## src/rtl/ppa_accum_pkg.sv

```systemverilog
// Shared types and constants for the ppa_stream_accum burst accumulator.
package ppa_accum_pkg;

  typedef enum logic [1:0] {
    IDLE,
    ACCUM,
    HOLD
  } state_t;

  localparam int DEF_WIDTH = 21;
  localparam int DEF_CNT_W = 8;

  localparam logic [DEF_WIDTH-1:0] SAT_VAL = {DEF_WIDTH{1'b1}};

endpackage

```

## src/rtl/sklansky_prefix_add.sv

```systemverilog
// Combinational WIDTH-bit adder built on a Sklansky generate/propagate prefix tree.
module sklansky_prefix_add #(
  parameter int WIDTH = 21
) (
  input  logic [WIDTH-1:0] a,
  input  logic [WIDTH-1:0] b,
  input  logic             cin,
  output logic [WIDTH-1:0] sum,
  output logic             cout
);

  localparam int LEVELS = (WIDTH > 1) ? $clog2(WIDTH) : 1;

  // Level k holds group (g, p) spanning from bit i down to the start of its 2^k block.
  wire [WIDTH-1:0] g [LEVELS+1];
  wire [WIDTH-1:0] p [LEVELS+1];
  wire [WIDTH:0]   c;

  assign g[0] = a & b;
  assign p[0] = a ^ b;

  for (genvar l = 0; l < LEVELS; l++) begin : g_level
    for (genvar i = 0; i < WIDTH; i++) begin : g_bit
      if (((i >> l) % 2) == 1) begin : g_merge
        localparam int J = ((i >> l) << l) - 1;
        assign g[l+1][i] = g[l][i] | (p[l][i] & g[l][J]);
        assign p[l+1][i] = p[l][i] & p[l][J];
      end else begin : g_pass
        assign g[l+1][i] = g[l][i];
        assign p[l+1][i] = p[l][i];
      end
    end
  end

  assign c[0]       = cin;
  assign c[WIDTH:1] = g[LEVELS] | (p[LEVELS] & {WIDTH{cin}});
  assign sum        = p[0] ^ c[WIDTH-1:0];
  assign cout       = c[WIDTH];

endmodule

```

## src/rtl/ppa_stream_accum.sv

```systemverilog
// Valid/ready burst accumulator around a Sklansky prefix adder.
// Define ACC_SAT_EN to saturate the sum at all-ones on adder carry-out instead of wrapping.
module ppa_stream_accum
  import ppa_accum_pkg::*;
#(
  parameter int WIDTH = DEF_WIDTH,
  parameter int CNT_W = DEF_CNT_W
) (
  input  logic             clk,
  input  logic             rst,
  input  logic             start,
  input  logic [CNT_W-1:0] len,
  input  logic             in_valid,
  output logic             in_ready,
  input  logic [WIDTH-1:0] in_data,
  output logic             out_valid,
  input  logic             out_ready,
  output logic [WIDTH-1:0] out_sum,
  output logic             out_carry,
  output logic             busy
);

  state_t           state;
  logic [CNT_W-1:0] count;
  logic [WIDTH-1:0] acc;
  logic [WIDTH-1:0] add_sum;
  logic             add_cout;
  logic [WIDTH-1:0] acc_next;
  logic             beat;

  sklansky_prefix_add #(.WIDTH(WIDTH)) u_add (
    .a    (acc),
    .b    (in_data),
    .cin  (1'b0),
    .sum  (add_sum),
    .cout (add_cout)
  );

`ifdef ACC_SAT_EN
  assign acc_next = add_cout ? {WIDTH{1'b1}} : add_sum;
`else
  assign acc_next = add_sum;
`endif

  assign beat    = in_valid && in_ready;
  assign out_sum = acc;

  // in_ready, out_valid and busy are registered alongside state so they change only on edges.
  always_ff @(posedge clk or posedge rst) begin
    if (rst) begin
      state     <= IDLE;
      acc       <= '0;
      count     <= '0;
      out_carry <= 1'b0;
      in_ready  <= 1'b0;
      out_valid <= 1'b0;
      busy      <= 1'b0;
    end else begin
      // NOTE: non-blocking assignments keep every register sampling pre-edge values.
      case (state)
        IDLE: begin
          if (start) begin
            acc       <= '0;
            out_carry <= 1'b0;
            busy      <= 1'b1;
            if (len != '0) begin
              count    <= len;
              in_ready <= 1'b1;
              state    <= ACCUM;
            end else begin
              out_valid <= 1'b1;
              state     <= HOLD;
            end
          end
        end
        ACCUM: begin
          if (beat) begin
            acc       <= acc_next;
            out_carry <= out_carry | add_cout;
            count     <= count - 1'b1;
            if (count == CNT_W'(1)) begin
              in_ready  <= 1'b0;
              out_valid <= 1'b1;
              state     <= HOLD;
            end
          end
        end
        HOLD: begin
          if (out_ready) begin
            out_valid <= 1'b0;
            busy      <= 1'b0;
            state     <= IDLE;
          end
        end
        default: begin
          in_ready  <= 1'b0;
          out_valid <= 1'b0;
          busy      <= 1'b0;
          state     <= IDLE;
        end
      endcase
    end
  end

endmodule

```

## config.mk

```make
export PLATFORM = sky130hd
export DESIGN_NAME = ppa_stream_accum
export DESIGN_NICKNAME = d
export VERILOG_FILES = /design/src/rtl/ppa_accum_pkg.sv /design/src/rtl/sklansky_prefix_add.sv /design/src/rtl/ppa_stream_accum.sv
export SDC_FILE = /design/constraint.sdc
export NUM_CORES = 1
export LEC_CHECK = 0
export ABC_AREA = 1
export CORE_MARGIN = 2
export CORE_UTILIZATION = 45
export DETAILED_ROUTE_END_ITERATION = 10
export GPL_TIMING_DRIVEN = 0
export PLACE_DENSITY_LB_ADDON = 0.05
export SLEW_MARGIN = 20
export SYNTH_ARGS = -nofsm -noshare
export SYNTH_HDL_FRONTEND = slang
export SYNTH_SLANG_ARGS = --single-unit
```

## constraint.sdc

```tcl
create_clock -name clk -period 2.4 [get_ports clk]
set_clock_uncertainty 0.15 [all_clocks]
set_input_delay 0.36 -clock clk [delete_from_list [all_inputs] [get_ports clk]]
set_output_delay 0.36 -clock clk [all_outputs]
set_load 0.1 [all_outputs]
```

==> results of run 1 <==
[sequential cells by signal (all words and copies together) (netlist names)]
register	cells
state	2
count	8
out_carry	1
in_ready	1
out_valid	1
out_sum	21
busy	1
[cells in the final DEF (no fill, tap or decap), types with 3 or more instances in the layout]
| cell | n |
|---|---|
| ha_1 | 19 |
| o21bai_1 | 3 |
| nand2_2 | 6 |
| a21oi_2 | 4 |
| o21ai_1 | 4 |
| clkbuf_8 | 5 |
| inv_1 | 49 |
| inv_2 | 6 |
| o21ai_0 | 19 |
| nor2_1 | 25 |
| xor2_1 | 5 |
| clkdlybuf4s50_1 | 54 |
| buf_2 | 3 |
| nand2_1 | 94 |
| nor3_1 | 6 |
| ha_4 | 3 |
| buf_4 | 8 |
| fa_2 | 3 |
| dlygate4sd2_1 | 3 |
| nand3_1 | 15 |
| o22ai_1 | 4 |
| a21oi_1 | 14 |
| dfrtp_2 | 13 |
| o31ai_1 | 4 |
| dfrtp_1 | 20 |
| clkbuf_1 | 3 |
| nand4_1 | 3 |
[stage by stage]
step / cell area, sq um / hold WS (ns) / setup WS, ns / utilization [%]
3_5_place_dp: 3320 / 0.335 / -0.620 / 60.0
5_1_grt: 3550 / 0.158 / -0.167 / 64.0
3_3_place_gp: 3300 / 0.331 / -0.560 / 59.6
4_1_cts: 3450 / 0.142 / -0.0979 / 62.2
6_report: 3550 / 0.142 / -0.0293 / 64.0
2_1_floorplan: 2630 / 0.321 / -0.152 / -
[what timing repair did]
| item | 4_1_cts | 5_1_grt |
|---|---|---|
| pin swaps | 3 | 6 |
| gates resized for setup | 4 | 18 |
| endpoints found under the setup margin | 6 | 8 |
| endpoints found under the hold margin | 0 | 0 |
| buffers inserted | 6 | 3 |
[layer usage]
metal / vias to the layer above / share of wire (%) / global-route usage (%)
li1: 1273 / - / -
met1: 1124 / 44 / 24.4
met2: 59 / 49 / 36.0
met3: 12 / 4.3 / 3.51
met4: 0 / 2.0 / 7.63
met5: - / 0 / 0
[area by class of cell]
type / instances / area [sq um]
timing repair buffer: 68 / 671
sequential: 35 / 900
clock buffer: 7 / 76.3
buffer: 4 / 18.8
fill: 506 / 1990
multi-input combinational: 253 / 1560
inverter: 58 / 223
tap: 72 / 90.1
clock inverter: 1 / 5.00
[cells by family after synthesis]
group | share of synthesized area [%]
flip-flops | 33.9
adder cells (fa/ha/maj) | 14.5
buffers and inverters | 9.35
AO/OA/AOI/OAI | 13.7
XOR/XNOR | 1.69
AND/OR/NAND/NOR | 26.8
[worst max path at each step]
| stage | depth (start not counted) | endpoint | slack [ns] |
|---|---|---|---|
| 2_1_floorplan | 14 | out_sum[17]$_DFFE_PP0P_ | -0.15 |
| 3_3_place_gp | 15 | out_sum[17]$_DFFE_PP0P_ | -0.56 |
| 3_5_place_dp | 15 | out_sum[17]$_DFFE_PP0P_ | -0.62 |
| 4_1_cts | 14 | out_sum[17]$_DFFE_PP0P_ | -0.1 |
| 5_1_grt | 14 | out_sum[17]$_DFFE_PP0P_ | -0.17 |
| 6_report | 14 | out_sum[9]$_DFFE_PP0P_ | -0.03 |
[worst max-delay path, delay by kind of cell (launching register included)]
| kind | cells | cell delay (ns) |
|---|---|---|
| AOI/OAI and AO/OA | 1 | 0.19 |
| buffers and inverters | 5 | 0.34 |
| and+or+nand+nor | 4 | 0.30 |
| adders and majority gates | 3 | 0.78 |
| DFF | 1 | 0.43 |
| xor gates and xnor gates | 1 | 0.15 |
[cells in the mapped netlist (4+ instances only)]
cell,count
nand2_1,101
inv_1,54
dfrtp_1,35
nor2_1,25
ha_1,22
o21ai_0,19
a21oi_1,17
nand3_1,16
nor3_1,7
fa_1,5
o22ai_1,5
xor2_1,5
o21ai_1,4
o31ai_1,4
==> impl_metrics.yaml, run 1 <==
status:
  outcome: "finished with violations"
  violations: "setup timing"
place:
  hpwl_um: 4540
  place_congestion: 0.908
  place_inst: 481
  io_buffers: 58
floorplanning:
  fp.dieW_um: 79.8
  io-pin-count: 59
  die_area_sq_mm: 0.00636
  die_h_um: 79.8
  design.core.area_sq_mm: 0.00554
  num_rows: 27
  initial_core_util_pct: 46.6
yosys:
  ys_seq_area_share_pct: 33.9
  async_flop_share_pct: 100
  ys_warn_count: 0
  synth-edff-count: 0
  syn_area_sq_mm: 0.00258
  synthTopCellsByArea: "dfrtp_1, nand2_1, ha_1"
  synth_area_leader_cell: "dfrtp_1"
  netlist.area_leader.share_pct: 33.9
  synth.distinct_cells: 34
  ys.flop_type: "dfrtp_1"
  syn_inst: 350
  avgSynthCellArea_sq_um: 7.38
  ys_ff_latch: 35
  syn-num-nets: 411
global_route:
  grt_max_degree: 29
  grt_overflow: 0
  grt_pass1_vias: 2384
  grtUsageTotal_pct: 20.3
  grt_pass1_wl_um: 10100
  antenna_found_initial: 0
sta:
  hold_viol_final: 0
  setup_slack_ns: -0.0293
  clock.fmax_mhz: 412
  period_share_pct: 101
  maxSlewViolCount: 0
  min_period_ns: 2.43
  timing.setup.tns_ns: -0.0374
  tightestPinTransition_ns: 0.968
  slew_headroom_pct: 35.3
  finalSetupViolations: 2
  rsz0062_at_grt: "yes"
drt:
  first_iter_violations: 115
  via_count: 2468
  routed_wirelength_um: 5980
  dr.pass1.iters: 4
  ant_nets: 0
  drcViolationCount: 0
  routed_via_density: 4.96
  wl_per_cell_um: 12.0
critical_path:
  worst_path_largest_cell_delay_ns: 0.43
  end_kind: "flip-flop"
  ff2ff_setup_slack_ns: -0.03
  reg2reg_from: "out_sum[0]$_DFFE_PP0P_"
  crit_arrival_ns: 2.47
  r2r.worst_path.cells: 14
  critPathLaunch: "out_sum[0]$_DFFE_PP0P_"
  worstReg2RegEnd: "out_sum[9]$_DFFE_PP0P_"
  critPathMaxFanout: 6
  crit_chain: "ha_4 -> inv_2 -> fa_2 -> inv_1 -> nand2_1 -> nand2_2 -> nand3_2 -> nand2_4 -> buf_4 -> buf_6 -> inv_2 -> fa_2 -> xor2_1 -> o31ai_1"
  crit_path_top_delay_cell: "dfrtp_4"
  cp-start-kind: "flip-flop"
  criticalPathCategory: "reg2reg"
  required_ns: 2.44
clock_network:
  cts_tree: "yes"
  cts_hold_buf: 0
  clk_path_buf_depth: 2
  h-tree-depth: 2
  cts_buffers: 5
  root_buffer: "clkbuf_8"
  path_clk_slew_ns: 0.07
  clock_latency_ns: 0.28
  cts_sinks: 35
final_layout:
  n_antenna_cell: 0
  drive_gt1_share_pct: 16.4
  nets: 486
  instances_no_fill: 498
  area_growth_pct: 37.3
hold_path:
  hp-class: "in2async"
job:
  cap_violations: 0
Power of run 1 is left out: the tool's default activity adds up to more than one toggle a clock period on the data nets, which glitch-free logic cannot reach.
==> run 2: changes to the inputs <==
Settings changed: HOLD_SLACK_MARGIN set to 0.08.
Clock period 2.4 ns to 2.32 ns, I/O delays scaled along.
==> run 2 against run 1 <==
Register-to-register slack worse by 0.03 ns. Die area stayed put. Largest cell class unchanged. Final area rose by 1.9%. Non-clock buffer count decreased by 2. Sequential cell count is the same. Global-route usage rose by 1.2 points. Via count increased by 0.69%. First-iteration DRC count fell by 19%. Final cell count down 0.40%. Fmax rose by 2.0%. Critical path type unchanged. The flow still finishes with violations (setup timing).
==> impl_metrics.yaml, run 2 (synthesis results as in run 1) <==
global_route:
  grt_overflow: 0
  grt_pass1_wl_um: 10600
  grtUsageTotal_pct: 21.4
  grt_max_degree: 27
  antenna_found_initial: 0
  grt_pass1_vias: 2397
floorplanning:
  num_rows: 27
  fp.dieW_um: 79.8
  design.core.area_sq_mm: 0.00554
  die_h_um: 79.8
  io-pin-count: 59
  die_area_sq_mm: 0.00636
  initial_core_util_pct: 46.6
sta:
  tightestPinTransition_ns: 0.972
  period_share_pct: 103
  rsz0062_at_grt: "yes"
  clock.fmax_mhz: 420
  setup_slack_ns: -0.0611
  slew_headroom_pct: 35.1
  hold_viol_final: 0
  maxSlewViolCount: 0
  finalSetupViolations: 2
  min_period_ns: 2.38
final_layout:
  instances_no_fill: 496
  ff_latch_area_sq_um: 900
  drive_gt1_share_pct: 17.2
  nets: 484
  final_cell_mix: "nand2_1, inv_1, clkdlybuf4s50_1, nor2_1, dfrtp_1"
  n_antenna_cell: 0
  area_growth_pct: 39.9
  largest_reg_flops: 21
  final_common_cell: "nand2_1"
  multi_input_area_sq_mm: 0.00160
  n_fill_cell: 503
drt:
  dr.pass1.iters: 4
  wl_per_cell_um: 12.5
  first_iter_violations: 93
  routed_wirelength_um: 6200
  via_count: 2485
  routed_via_density: 5.01
  drcViolationCount: 0
  ant_nets: 0
critical_path:
  worstReg2RegEnd: "out_sum[17]$_DFFE_PP0P_"
  ff2ff_setup_slack_ns: -0.06
  end_kind: "flip-flop"
  r2r.worst_path.cells: 14
  required_ns: 2.36
  crit_arrival_ns: 2.42
  cp-start-kind: "flip-flop"
  reg2reg_from: "out_sum[0]$_DFFE_PP0P_"
  critPathMaxFanout: 3
  criticalPathCategory: "reg2reg"
status:
  outcome: "finished with violations"
  violations: "setup timing"
place:
  io_buffers: 58
  place_congestion: 0.907
  place_inst: 481
  dp_slack_ns: -0.620
  hpwl_um: 4590
clock_network:
  path_clk_slew_ns: 0.07
  clock_latency_ns: 0.29
  cts_buffers: 5
  clk_path_buf_depth: 2
  root_buffer: "clkbuf_8"
  cts_hold_buf: 0
  cts_sinks: 35
  cts_tree: "yes"
  h-tree-depth: 2
job:
  cap_violations: 0
hold_path:
  hp-class: "in2async"
==> run 2: changes by cell type in the layout (fill, tap and decap cells not counted), moves of 2 or more <==
| cell | previous run | this run |
|---|---|---|
| dlymetal6s2s_1 | 1 | 16 |
| clkbuf_8 | 5 | 7 |
| buf_4 | 8 | 6 |
| dlygate4sd2_1 | 3 | 10 |
| ha_4 | 3 | 5 |
| clkdlybuf4s50_1 | 54 | 32 |
| ha_1 | 19 | 17 |
==> run 2: how the worst max path moves through the flow <==
stage | from | end | slack, ns
5_1_grt | out_sum[0]$_DFFE_PP0P_ | out_sum[17]$_DFFE_PP0P_ | -0.19
3_3_place_gp | in_data[0] | out_sum[17]$_DFFE_PP0P_ | -0.62
4_1_cts | out_sum[0]$_DFFE_PP0P_ | out_sum[17]$_DFFE_PP0P_ | -0.08
2_1_floorplan | out_sum[0]$_DFFE_PP0P_ | out_sum[17]$_DFFE_PP0P_ | -0.23
3_5_place_dp | in_data[0] | out_sum[17]$_DFFE_PP0P_ | -0.62
6_report | out_sum[0]$_DFFE_PP0P_ | out_sum[17]$_DFFE_PP0P_ | -0.06
==> run 2: per-stage QoR <==
stage               instance area [sq um]  TNS [ns]  utilization, %  hold WS (ns)
CTS                                  3490    -0.210            62.9         0.149
global placement                     3310     -4.64            59.7         0.331
global route                         3610    -0.412            65.2         0.158
floorplan                            2640    -0.626               -         0.321
finish                               3610   -0.0749            65.2         0.146
detailed placement                   3330     -4.41            60.0         0.339
==> run 2: critical path, cell delays in order, from the launching register on <==
cell and delay [ns]:
dfrtp_4 0.43, ha_4 0.13, inv_2 0.03, fa_2 0.33, inv_2 0.06, nand2_2 0.05, nand2_2 0.07, nand3_2 0.08
nand2_4 0.09, nand2_2 0.05, nand2_2 0.07, inv_2 0.04, fa_2 0.33, xor2_1 0.15, o31ai_1 0.22
==> run 2: per-layer routing <==
layer  vias to the layer above  global-route usage (%)  wire [um]
li1                       1278                       -          -
met1                      1147                    26.5       2820
met2                        46                    37.1       3020
met3                        14                    3.39        226
met4                         0                    8.81        135
met5                         -                       0          0
==> run 2: repair_timing <==
action / in CTS / in global routing
resized for setup: 14 / 34
pin swaps: 3 / 8
setup endpoints to repair: 11 / 24
setup buffers: 7 / 1
==> run 2: cell type report <==
type | count | share of cell area [%]
well taps | 72 | 2.49
clock buffers | 8 | 2.77
flip-flops and latches | 35 | 24.9
multi-input cells | 253 | 44.2
plain buffers | 4 | 0.519
inverters | 58 | 6.23
repair buffers | 66 | 18.9
Power of run 2 is left out for the same reason.
